--- src/rtl/frame_blitter_pkg.sv ---
// Shared definitions for the frame blitter slice.
// Holds the blitter state encoding and the default VGA frame geometry.
// No ports: imported by frame_blitter and raster_counter.
package blit_pkg;

    typedef enum logic [1:0] {
        IDLE  = 2'd0,
        SCAN  = 2'd1,
        DRAIN = 2'd2
    } blit_state_t;

    localparam int H_RES_DEF  = 32'd160;
    localparam int V_RES_DEF  = 32'd120;
    localparam int PIXELS_DEF = H_RES_DEF * V_RES_DEF;

endpackage

--- src/rtl/frame_blitter_if.sv ---
// Bus bundle between the blitter, its control FSM, the image ROM bank and
// the VGA adapter write port.
//   start/img_sel/key_en/key_col : blit request from the game controller
//   busy/done                    : blit status back to the controller
//   rom_addr/rom_data            : shared ROM read address, concatenated data
//   out_x/out_y/out_col/plot     : pixel write towards the adapter
// master = the blitter side, slave = everything around it.
interface frame_blitter_if #(
    parameter int X_W     = 8,
    parameter int Y_W     = 7,
    parameter int COL_W   = 3,
    parameter int NUM_IMG = 3,
    parameter int SEL_W   = 2,
    parameter int ADDR_W  = 15
) ();
    logic                     start;
    logic [SEL_W-1:0]         img_sel;
    logic                     key_en;
    logic [COL_W-1:0]         key_col;
    logic                     busy;
    logic                     done;
    logic [ADDR_W-1:0]        rom_addr;
    logic [NUM_IMG*COL_W-1:0] rom_data;
    logic [X_W-1:0]           out_x;
    logic [Y_W-1:0]           out_y;
    logic [COL_W-1:0]         out_col;
    logic                     plot;

    modport master (
        input  start, img_sel, key_en, key_col, rom_data,
        output busy, done, rom_addr, out_x, out_y, out_col, plot
    );

    modport slave (
        output start, img_sel, key_en, key_col, rom_data,
        input  busy, done, rom_addr, out_x, out_y, out_col, plot
    );
endinterface

--- src/rtl/frame_blitter_raster_counter.sv ---
// Raster-order x/y/address counter for the frame blitter.
//   clock, reset_n : clock, synchronous active-low reset
//   clear          : force x, y and addr back to 0 (takes priority over en)
//   en             : advance one pixel
//   x, y, addr     : registered current pixel position and linear address
//   last           : current position is the bottom-right pixel
// The counter saturates on the last pixel so addr never passes H_RES*V_RES-1.
module raster_counter
    import blit_pkg::*;
#(
    parameter int H_RES  = H_RES_DEF,
    parameter int V_RES  = V_RES_DEF,
    parameter int X_W    = 8,
    parameter int Y_W    = 7,
    parameter int ADDR_W = 15
) (
    input  logic              clock,
    input  logic              reset_n,
    input  logic              clear,
    input  logic              en,
    output logic [X_W-1:0]    x,
    output logic [Y_W-1:0]    y,
    output logic [ADDR_W-1:0] addr,
    output logic              last
);

    logic [X_W-1:0]    x_r;
    logic [Y_W-1:0]    y_r;
    logic [ADDR_W-1:0] addr_r;
    logic              row_end_s;
    logic              last_s;

    assign row_end_s = (x_r == X_W'(H_RES - 1));
    assign last_s    = row_end_s && (y_r == Y_W'(V_RES - 1));

    // Position/address register: clear, advance in raster order, or hold.
    always_ff @(posedge clock) begin
        if (!reset_n || clear) begin
            x_r    <= {X_W{1'b0}};
            y_r    <= {Y_W{1'b0}};
            addr_r <= {ADDR_W{1'b0}};
        end else if (en && !last_s) begin
            addr_r <= addr_r + ADDR_W'(1);
            if (row_end_s) begin
                x_r <= {X_W{1'b0}};
                y_r <= y_r + Y_W'(1);
            end else begin
                x_r <= x_r + X_W'(1);
            end
        end else begin
            x_r    <= x_r;
            y_r    <= y_r;
            addr_r <= addr_r;
        end
    end

    assign x    = x_r;
    assign y    = y_r;
    assign addr = addr_r;
    assign last = last_s;

endmodule

--- src/rtl/frame_blitter.sv ---
// Full-frame image blitter: on start, walks an H_RES x V_RES frame in raster
// order, reads the selected image ROM and emits registered pixel writes
// aligned to the ROM read latency, with an optional transparent colour key.
//   clock, reset_n : clock, synchronous active-low reset
//   bus (master)   : start/img_sel/key_en/key_col in, busy/done out,
//                    rom_addr out / rom_data in, out_x/out_y/out_col/plot out
module frame_blitter
    import blit_pkg::*;
#(
    parameter int H_RES   = H_RES_DEF,
    parameter int V_RES   = V_RES_DEF,
    parameter int X_W     = 8,
    parameter int Y_W     = 7,
    parameter int COL_W   = 3,
    parameter int NUM_IMG = 3,
    parameter int SEL_W   = 2,
    parameter int ADDR_W  = 15,
    parameter int ROM_LAT = 1
) (
    input  logic             clock,
    input  logic             reset_n,
    frame_blitter_if.master  bus
);

    localparam logic [1:0] ST_IDLE  = IDLE;
    localparam logic [1:0] ST_SCAN  = SCAN;
    localparam logic [1:0] ST_DRAIN = DRAIN;

    logic [1:0]       state_r;
    logic             busy_r;
    logic             done_r;
    logic [SEL_W-1:0] img_sel_r;
    logic             key_en_r;
    logic [COL_W-1:0] key_col_r;
    logic [2:0]       drain_cnt_r;

    logic             accept_s;
    logic             scan_s;
    logic [X_W-1:0]   scan_x_s;
    logic [Y_W-1:0]   scan_y_s;
    logic             scan_last_s;

    // Delay line tracking each pixel through the ROM read latency.
    logic             dl_v_r [ROM_LAT];
    logic [X_W-1:0]   dl_x_r [ROM_LAT];
    logic [Y_W-1:0]   dl_y_r [ROM_LAT];

    logic [COL_W-1:0] pix_col_s;
    logic [X_W-1:0]   out_x_r;
    logic [Y_W-1:0]   out_y_r;
    logic [COL_W-1:0] out_col_r;
    logic             plot_r;

    assign accept_s = (state_r == ST_IDLE) && bus.start;
    assign scan_s   = (state_r == ST_SCAN);

    raster_counter #(
        .H_RES  (H_RES),
        .V_RES  (V_RES),
        .X_W    (X_W),
        .Y_W    (Y_W),
        .ADDR_W (ADDR_W)
    ) u_raster (
        .clock   (clock),
        .reset_n (reset_n),
        .clear   (accept_s),
        .en      (scan_s),
        .x       (scan_x_s),
        .y       (scan_y_s),
        .addr    (bus.rom_addr),
        .last    (scan_last_s)
    );

    // Control FSM: accept a request, scan the frame, then flush the pipeline.
    always_ff @(posedge clock) begin
        if (!reset_n) begin
            state_r     <= ST_IDLE;
            busy_r      <= 1'b0;
            done_r      <= 1'b0;
            img_sel_r   <= {SEL_W{1'b0}};
            key_en_r    <= 1'b0;
            key_col_r   <= {COL_W{1'b0}};
            drain_cnt_r <= 3'd0;
        end else begin
            done_r <= 1'b0;
            case (state_r)
                ST_IDLE: begin
                    if (bus.start) begin
                        state_r   <= ST_SCAN;
                        busy_r    <= 1'b1;
                        img_sel_r <= bus.img_sel;
                        key_en_r  <= bus.key_en;
                        key_col_r <= bus.key_col;
                    end
                end
                ST_SCAN: begin
                    if (scan_last_s) begin
                        state_r     <= ST_DRAIN;
                        drain_cnt_r <= 3'd0;
                    end
                end
                ST_DRAIN: begin
                    // ROM_LAT+1 drain cycles so done follows the last pixel write.
                    if (drain_cnt_r == 3'(ROM_LAT)) begin
                        state_r <= ST_IDLE;
                        busy_r  <= 1'b0;
                        done_r  <= 1'b1;
                    end else begin
                        drain_cnt_r <= drain_cnt_r + 3'd1;
                    end
                end
                default: begin
                    state_r <= ST_IDLE;
                    busy_r  <= 1'b0;
                end
            endcase
        end
    end

    // Delay line: stage 0 captures the pixel whose address is on the ROM bus.
    always_ff @(posedge clock) begin
        if (!reset_n) begin
            for (int i = 0; i < ROM_LAT; i++) begin
                dl_v_r[i] <= 1'b0;
                dl_x_r[i] <= {X_W{1'b0}};
                dl_y_r[i] <= {Y_W{1'b0}};
            end
        end else begin
            dl_v_r[0] <= scan_s;
            dl_x_r[0] <= scan_x_s;
            dl_y_r[0] <= scan_y_s;
            for (int i = 1; i < ROM_LAT; i++) begin
                dl_v_r[i] <= dl_v_r[i-1];
                dl_x_r[i] <= dl_x_r[i-1];
                dl_y_r[i] <= dl_y_r[i-1];
            end
        end
    end

    // Image select mux; an out-of-range select yields colour 0.
    always_comb begin
        pix_col_s = {COL_W{1'b0}};
        for (int i = 0; i < NUM_IMG; i++) begin
            pix_col_s = (img_sel_r == SEL_W'(i)) ? bus.rom_data[i*COL_W +: COL_W]
                                                 : pix_col_s;
        end
    end

    // Output stage: position/colour follow every valid pixel, plot is keyed.
    always_ff @(posedge clock) begin
        if (!reset_n) begin
            out_x_r   <= {X_W{1'b0}};
            out_y_r   <= {Y_W{1'b0}};
            out_col_r <= {COL_W{1'b0}};
            plot_r    <= 1'b0;
        end else if (dl_v_r[ROM_LAT-1]) begin
            out_x_r   <= dl_x_r[ROM_LAT-1];
            out_y_r   <= dl_y_r[ROM_LAT-1];
            out_col_r <= pix_col_s;
            plot_r    <= !(key_en_r && (pix_col_s == key_col_r));
        end else begin
            plot_r    <= 1'b0;
        end
    end

    assign bus.busy    = busy_r;
    assign bus.done    = done_r;
    assign bus.out_x   = out_x_r;
    assign bus.out_y   = out_y_r;
    assign bus.out_col = out_col_r;
    assign bus.plot    = plot_r;

endmodule

--- src/flat_wrapper.sv ---
// flat-port wrapper written by rule: the top's interface ports become plain ports
module frame_blitter_flat import blit_pkg::*;
#(
    parameter int H_RES   = H_RES_DEF,
    parameter int V_RES   = V_RES_DEF,
    parameter int X_W     = 8,
    parameter int Y_W     = 7,
    parameter int COL_W   = 3,
    parameter int NUM_IMG = 3,
    parameter int SEL_W   = 2,
    parameter int ADDR_W  = 15,
    parameter int ROM_LAT = 1
)
  (clock, reset_n, bus_start, bus_img_sel, bus_key_en, bus_key_col, bus_rom_data, bus_busy, bus_done, bus_rom_addr, bus_out_x, bus_out_y, bus_out_col, bus_plot);
  frame_blitter_if #(.X_W(X_W), .Y_W(Y_W), .COL_W(COL_W), .NUM_IMG(NUM_IMG), .SEL_W(SEL_W), .ADDR_W(ADDR_W)) bus_i ();
  input  logic clock;
  input  logic reset_n;
  input wire logic [$bits(bus_i.start)-1:0] bus_start;
  input wire logic [$bits(bus_i.img_sel)-1:0] bus_img_sel;
  input wire logic [$bits(bus_i.key_en)-1:0] bus_key_en;
  input wire logic [$bits(bus_i.key_col)-1:0] bus_key_col;
  input wire logic [$bits(bus_i.rom_data)-1:0] bus_rom_data;
  output wire logic [$bits(bus_i.busy)-1:0] bus_busy;
  output wire logic [$bits(bus_i.done)-1:0] bus_done;
  output wire logic [$bits(bus_i.rom_addr)-1:0] bus_rom_addr;
  output wire logic [$bits(bus_i.out_x)-1:0] bus_out_x;
  output wire logic [$bits(bus_i.out_y)-1:0] bus_out_y;
  output wire logic [$bits(bus_i.out_col)-1:0] bus_out_col;
  output wire logic [$bits(bus_i.plot)-1:0] bus_plot;
  assign bus_i.start = bus_start;
  assign bus_i.img_sel = bus_img_sel;
  assign bus_i.key_en = bus_key_en;
  assign bus_i.key_col = bus_key_col;
  assign bus_i.rom_data = bus_rom_data;
  assign bus_busy = bus_i.busy;
  assign bus_done = bus_i.done;
  assign bus_rom_addr = bus_i.rom_addr;
  assign bus_out_x = bus_i.out_x;
  assign bus_out_y = bus_i.out_y;
  assign bus_out_col = bus_i.out_col;
  assign bus_plot = bus_i.plot;
  frame_blitter #(.H_RES(H_RES), .V_RES(V_RES), .X_W(X_W), .Y_W(Y_W), .COL_W(COL_W), .NUM_IMG(NUM_IMG), .SEL_W(SEL_W), .ADDR_W(ADDR_W), .ROM_LAT(ROM_LAT)) u_core (.clock(clock), .reset_n(reset_n), .bus(bus_i));
endmodule
--- config.mk ---
export PLATFORM = sky130hd
export DESIGN_NAME = frame_blitter_flat
export DESIGN_NICKNAME = d
export VERILOG_FILES = /design/src/rtl/frame_blitter_pkg.sv /design/src/rtl/frame_blitter_if.sv /design/src/rtl/frame_blitter_raster_counter.sv /design/src/rtl/frame_blitter.sv /design/src/flat_wrapper.sv
export SDC_FILE = /design/constraint.sdc
export NUM_CORES = 1
export LEC_CHECK = 0
export ABC_AREA = 0
export CORE_UTILIZATION = 45
export DETAILED_ROUTE_END_ITERATION = 6
export GPL_TIMING_DRIVEN = 0
export PLACE_DENSITY_LB_ADDON = 0.15
export SLEW_MARGIN = 5
export SYNTH_ARGS = -nofsm -noshare
export SYNTH_HDL_FRONTEND = slang
export SYNTH_SLANG_ARGS = --single-unit
--- constraint.sdc ---
create_clock -name clock -period 3.3 [get_ports clock]
set_clock_uncertainty 0.05 [all_clocks]
set_input_delay 0.825 -clock clock [delete_from_list [all_inputs] [get_ports clock]]
set_output_delay 0.825 -clock clock [all_outputs]
set_load 0.005 [all_outputs]
[After elaboration in Yosys (flattened, before gate mapping)]
Memory sizes are Yosys's and may differ from the RTL's. A register that Yosys moved wholly into a read port is not among the register bits.
Cells that the tools add are included.
Storage, ports and cells
  register bits after elaboration: 47
  memories: 3
  output and inout port bits: 36
  RAM bits: 16
Operators by class
  reductions and logical operators: 23
  add/sub/neg operators: 4
  muxes and demuxes: 23
  bitwise gates (word level): 1
  eq/ne operators: 12
Memory list
  u_core.dl_x_r: depth 1, width 8, read ports 1, clocked after memory_dff 1, wr ports 1, RTL line frame_blitter.sv:45  | logic [X_W-1:0] dl_x_r [ROM_LAT];
  u_core.dl_y_r: depth 1, width 7, read ports 1, clocked after memory_dff 1, wr ports 1, RTL line frame_blitter.sv:46  | logic [Y_W-1:0] dl_y_r [ROM_LAT];
  u_core.dl_v_r: depth 1, width 1, read ports 1, clocked after memory_dff 0, wr ports 1, RTL line frame_blitter.sv:44  | logic dl_v_r [ROM_LAT];
Operator list (number)
  8-bit 2-to-1 mux: 2
  15-bit by 1-bit adder with 15-bit output, second input constant: 1
  3-bit 2-to-1 mux: 5
  1-bit 2-to-1 mux: 9
  3-bit AND reduction: 3
  8-bit by 1-bit adder with 8-bit output, second input constant: 1
  8-bit == test, second input constant: 1
  2-bit AND reduction: 4
  8-bit OR reduction: 1
  7-bit by 1-bit adder with 7-bit output, second input constant: 1
  7-bit == test, second input constant: 1
  7-bit 2-to-1 mux: 1
  7-bit OR reduction: 1
  2-bit 2-to-1 mux: 3
  2-bit != test, second input constant: 3
  2-bit one-hot mux with 3 select lines: 1
  3-bit one-hot mux with 2 select lines: 1
  1-bit logical NOT: 5
  2-bit by 1-bit == test with 1-bit output, second input constant: 2
  2-bit == test, second input constant: 2
  1-bit logical AND: 4
  2-bit logical NOT: 2
  3-bit by 1-bit adder with 3-bit output, second input constant: 1
  3-bit by 1-bit == test with 1-bit output, second input constant: 1
  7 further kinds: 7

[Depth between registers and ports, before layout]
  depth in word-level cells: 7
  mapped depth: 7

[By module]
Synthesis repeated with hierarchy kept, for this count alone.
Unflattened totals
  cell total of the unflattened synthesis: 332
  area, all modules: 3235.6 sq um
By module, submodules not included
  frame_blitter: area an instance 1741.7 sq um, times used 1, cells an instance 163
  raster_counter: area an instance 1493.9 sq um, times used 1, cells an instance 169

[Worst setup path after synthesis]
Ideal clock, no wire load.
  path type: input -> register
  start: input bus_start
  end: register u_core.u_raster.addr_r[0], in the netlist u_core.u_raster.addr[0]
  arrival: 1.595 ns
  stages: 4
  required time: 3.116 ns
  setup time: 0.134 ns
  slack: 1.521 ns
  cells stage by stage: nor3b_1 nand2b_1 clkbuf_1 a21oi_1
Between the ends
  longest elaborated chain between the ends: 2
RTL lines
  start, declared: RTL line flat_wrapper.sv:18  | input wire logic [$bits(bus_i.start)-1:0] bus_start;
  1-bit logical AND: RTL line frame_blitter.sv:54  | assign accept_s = (state_r == ST_IDLE) && bus.start;
  1-bit logical OR: RTL line frame_blitter_raster_counter.sv:38  | if (!reset_n || clear) begin
  end signal, assigned: RTL line frame_blitter_raster_counter.sv:41  | addr_r <= {ADDR_W{1'b0}};
  end signal, assigned: RTL line frame_blitter_raster_counter.sv:43  | addr_r <= addr_r + ADDR_W'(1);
  end signal, assigned: RTL line frame_blitter_raster_counter.sv:53  | addr_r <= addr_r;
  end, declared: RTL line frame_blitter_raster_counter.sv:29  | logic [ADDR_W-1:0] addr_r;
Every way passes these cells.
A chain may end at the register's enable or synchronous reset.

[Final worst setup path]
  start: input bus_start
  end: register u_core.u_raster.y_r[6], in the netlist u_core.u_raster.y[6]
Between the ends
  longest elaborated chain between the ends: 2
RTL lines
  1-bit logical AND: RTL line frame_blitter.sv:54
  1-bit logical OR: RTL line frame_blitter_raster_counter.sv:38
  end signal, assigned: RTL line frame_blitter_raster_counter.sv:40  | y_r <= {Y_W{1'b0}};
  end signal, assigned: RTL line frame_blitter_raster_counter.sv:46  | y_r <= y_r + Y_W'(1);
  end signal, assigned: RTL line frame_blitter_raster_counter.sv:52  | y_r <= y_r;
  end, declared: RTL line frame_blitter_raster_counter.sv:28  | logic [Y_W-1:0] y_r;
Every way passes these cells.

==> impl_metrics.toml <==
[run_status]
status = "finished, final reports clean"

[synth]
avgSynthCellArea_um2 = 9.51
synth_top_area_share_pct = 46.9
ys_seq_area_share_pct = 46.9
synthesis.nets = 373
synth_area_leaders = "dfxtp_1 47%, mux2i_1 9.3%, nor2_1 3.8%, a21oi_1 3.6%, and2_1 3.2%"
synth_area_um2 = 3330
yosys.area.top_type = "dfxtp_1"
synth_flop_cell = "dfxtp_1"
async_flop_share_pct = 0
synth_edf_count = 0
syn_inst = 350
ys_ff_latch = 78
ys_types = 53
synth_warnings = 0

[placed_design]
place.gp.congestion = 0.847
port_buffers = 53
pre_cts_slack_ns = 0.596
dpl_cell_area_um2 = 3980
hpwlAfterDp_mm = 5.40

[final_layout]
stdcell_area_um2 = 4170
final_core_util_pct = 59.7
multiInputGateArea_um2 = 1630
syn2layout_area_growth_pct = 25.3
n_fill_cell = 645
layout_commonest_cell = "dfxtp_1"
drive_above_1_share_pct = 7.40
layout_common_cells = "78 x dfxtp_1, 53 x clkdlybuf4s50_1, 34 x nor2_1"
regArea_um2 = 1560
num_antenna_cells = 0
num-nets-final = 437

[timing]
fin_crit_ns = 2.33
relSlewSlack_pct = 53.4
period_share_pct = 70.7
hold_viol = 0
setup_slack_ns = 0.966
setup_violations = 0
drv_slew = 0
grt_setup_unrepaired = "no"
fin_tns_setup_ns = 0
tightest_slew_ns = 0.699
whs_ns = 0.411
max_freq_mhz = 428

[route]
final_antenna_net_count = 0
drt-pass1-iter-count = 4
drcViolationCount = 0
vias = 2789
wl_per_cell_um = 14.5
via_per_inst = 5.42
drt_iter0_drc = 130
routed_wl_mm = 7.45

[min_path]
hold_class = "reg2reg"
min_to = "u_core.bus.plot"
hold_depth = 1
min_from = "u_core.key_en_r"

[clocking]
holdBufCountCts = 0
cts-root-buf = "clkbuf_8"
cts.clk_slew.worst_paths_ns = 0.08
htree_levels = 3
cts_tree = "built"
postCtsSetupBuffers = 0
cts_resized = 0
clk_path_buf_depth = 2
clock-sinks = 78
cts_buffers = 9
clk_latency_ns = 0.35

[pwr]
p_per_area_nw_per_um2 = 430
ir_drop_mv = 0.202
leakage_nw = 1.43

[floorplanning]
rows = 30
fp.dieH_um = 88.0
start_util_pct = 47.7
die_area_um2 = 7750
pin_count = 54
die_x_um = 88.0
coreArea_um2 = 6980

[setup_path]
slowest_stage = "clkdlybuf4s50_1"
r2r-end = "u_core.drain_cnt_r[2]"
r2r_slack_ns = 1.25
reg2reg_depth = 7
end_kind = "register"
crit_type = "in2reg"
start_kind = "primary input"
arrival_ns = 2.50
cp_slowest_stage_delay_ns = 0.50
crit_chain = "clkdlybuf4s50_1 -> nor3b_1 -> nand2b_1 -> clkbuf_1 -> a21oi_1"
worstPathMaxFanout = 10
crit_required_ns = 3.47
reg2reg_from = "u_core.u_raster.y[0]"

[run]
cap_violations = 0

[global_routing]
grt_pass1_wl_mm = 12.6
grt_max_degree = 14
grt_pass1_vias = 2608
grt.total_usage_pct = 21.2
grt_antenna_before_repair = 0
grt.overflow.total = 0
-- through the flow --
step / power, mW / instances
detailed placement: 1.12 / 499
global placement: 1.12 / 499
floorplan: 1.06 / 350
global route: 1.87 / 515
CTS: 1.81 / 515
finish: 1.79 / 515
-- final cells by class --
cell class	instances	share of cell area (%)
clock inverter	6	1.50
tap	96	2.88
timing repair buffer	53	12.7
inverter	6	0.540
sequential	78	37.4
clock buffer	10	3.06
buffer	21	2.82
multi-input combinational	245	39.0
-- where the power goes --
group	internal [mW]	switching [mW]	total, mW
Combinational	0.0634	0.0716	0.135
Sequential	0.953	0.0122	0.966
Clock	0.347	0.347	0.693
Total	1.36	0.431	1.79
-- synth_stat cells, types with 2 or more instances --
cell type and number:
o21ai_1 6, buf_6 4, and3_1 5, nor2_1 34
buf_2 3, or4_1 9, a21oi_1 24, clkbuf_1 12
dfxtp_1 78, nand2_1 12, mux2i_1 31, and2_1 17
o2bb2ai_1 2, o21a_1 2, nor2b_1 4, ha_1 5
o31ai_1 9, xor2_1 3, nor4_1 4, or3_1 13
a211oi_1 2, xnor2_1 3, inv_1 5, nand2b_1 4
nand4_1 12, nand3b_1 2, o21ai_0 10, nand3_1 10
-- sequential cells by signal, summed over array words and instances, names as in the netlist, 2 cells and up --
signal	count
u_core.key_col_r	3
u_core.state_r	2
u_core.img_sel_r	2
u_core.bus.out_col	3
u_core.u_raster.x	8
u_core.dl_x_r	8
u_core.bus.out_x	8
u_core.u_raster.y	7
u_core.bus.out_y	7
u_core.u_raster.addr	15
u_core.dl_y_r	7
u_core.drain_cnt_r	3
-- kinds of logic after synthesis --
family	Yosys count	share of synthesized area (%)
xor+xnor	6	1.58
buf+inv	27	4.21
simple gates	138	24.2
mux	31	9.32
compound gates	65	12.0
flops	78	46.9
fa+ha+maj	5	1.88
-- critical path, delay by kind of cell --
| kind | cells | cell delay [ns] |
|---|---|---|
| AO/OA/AOI/OAI | 1 | 0.08 |
| AND/OR/NAND/NOR | 2 | 0.67 |
| buffers and inverters | 2 | 0.93 |
-- worst max path at each step --
stage                     startpoint                 endpoint  slack [ns]  cells past startpoint
final                      bus_start     u_core.u_raster.y[6]        0.97                      5
after detailed placement   bus_start     u_core.u_raster.y[6]        0.60                      5
after global routing       bus_start     u_core.u_raster.y[0]        0.74                      5
after CTS                  bus_start     u_core.u_raster.y[6]        0.96                      5
after floorplan            bus_start  u_core.u_raster.addr[0]        1.52                      4
after global placement     bus_start     u_core.u_raster.y[4]        0.60                      5
-- per-layer routing --
metal	vias to the layer above	global-route usage, %	share of wire [%]
li1	1392	-	-
met1	1329	28.1	48
met5	-	0	0
met3	10	4.90	4.7
met4	0	8.06	1.4
met2	58	33.7	46
(Power assumes the default switching activity.)
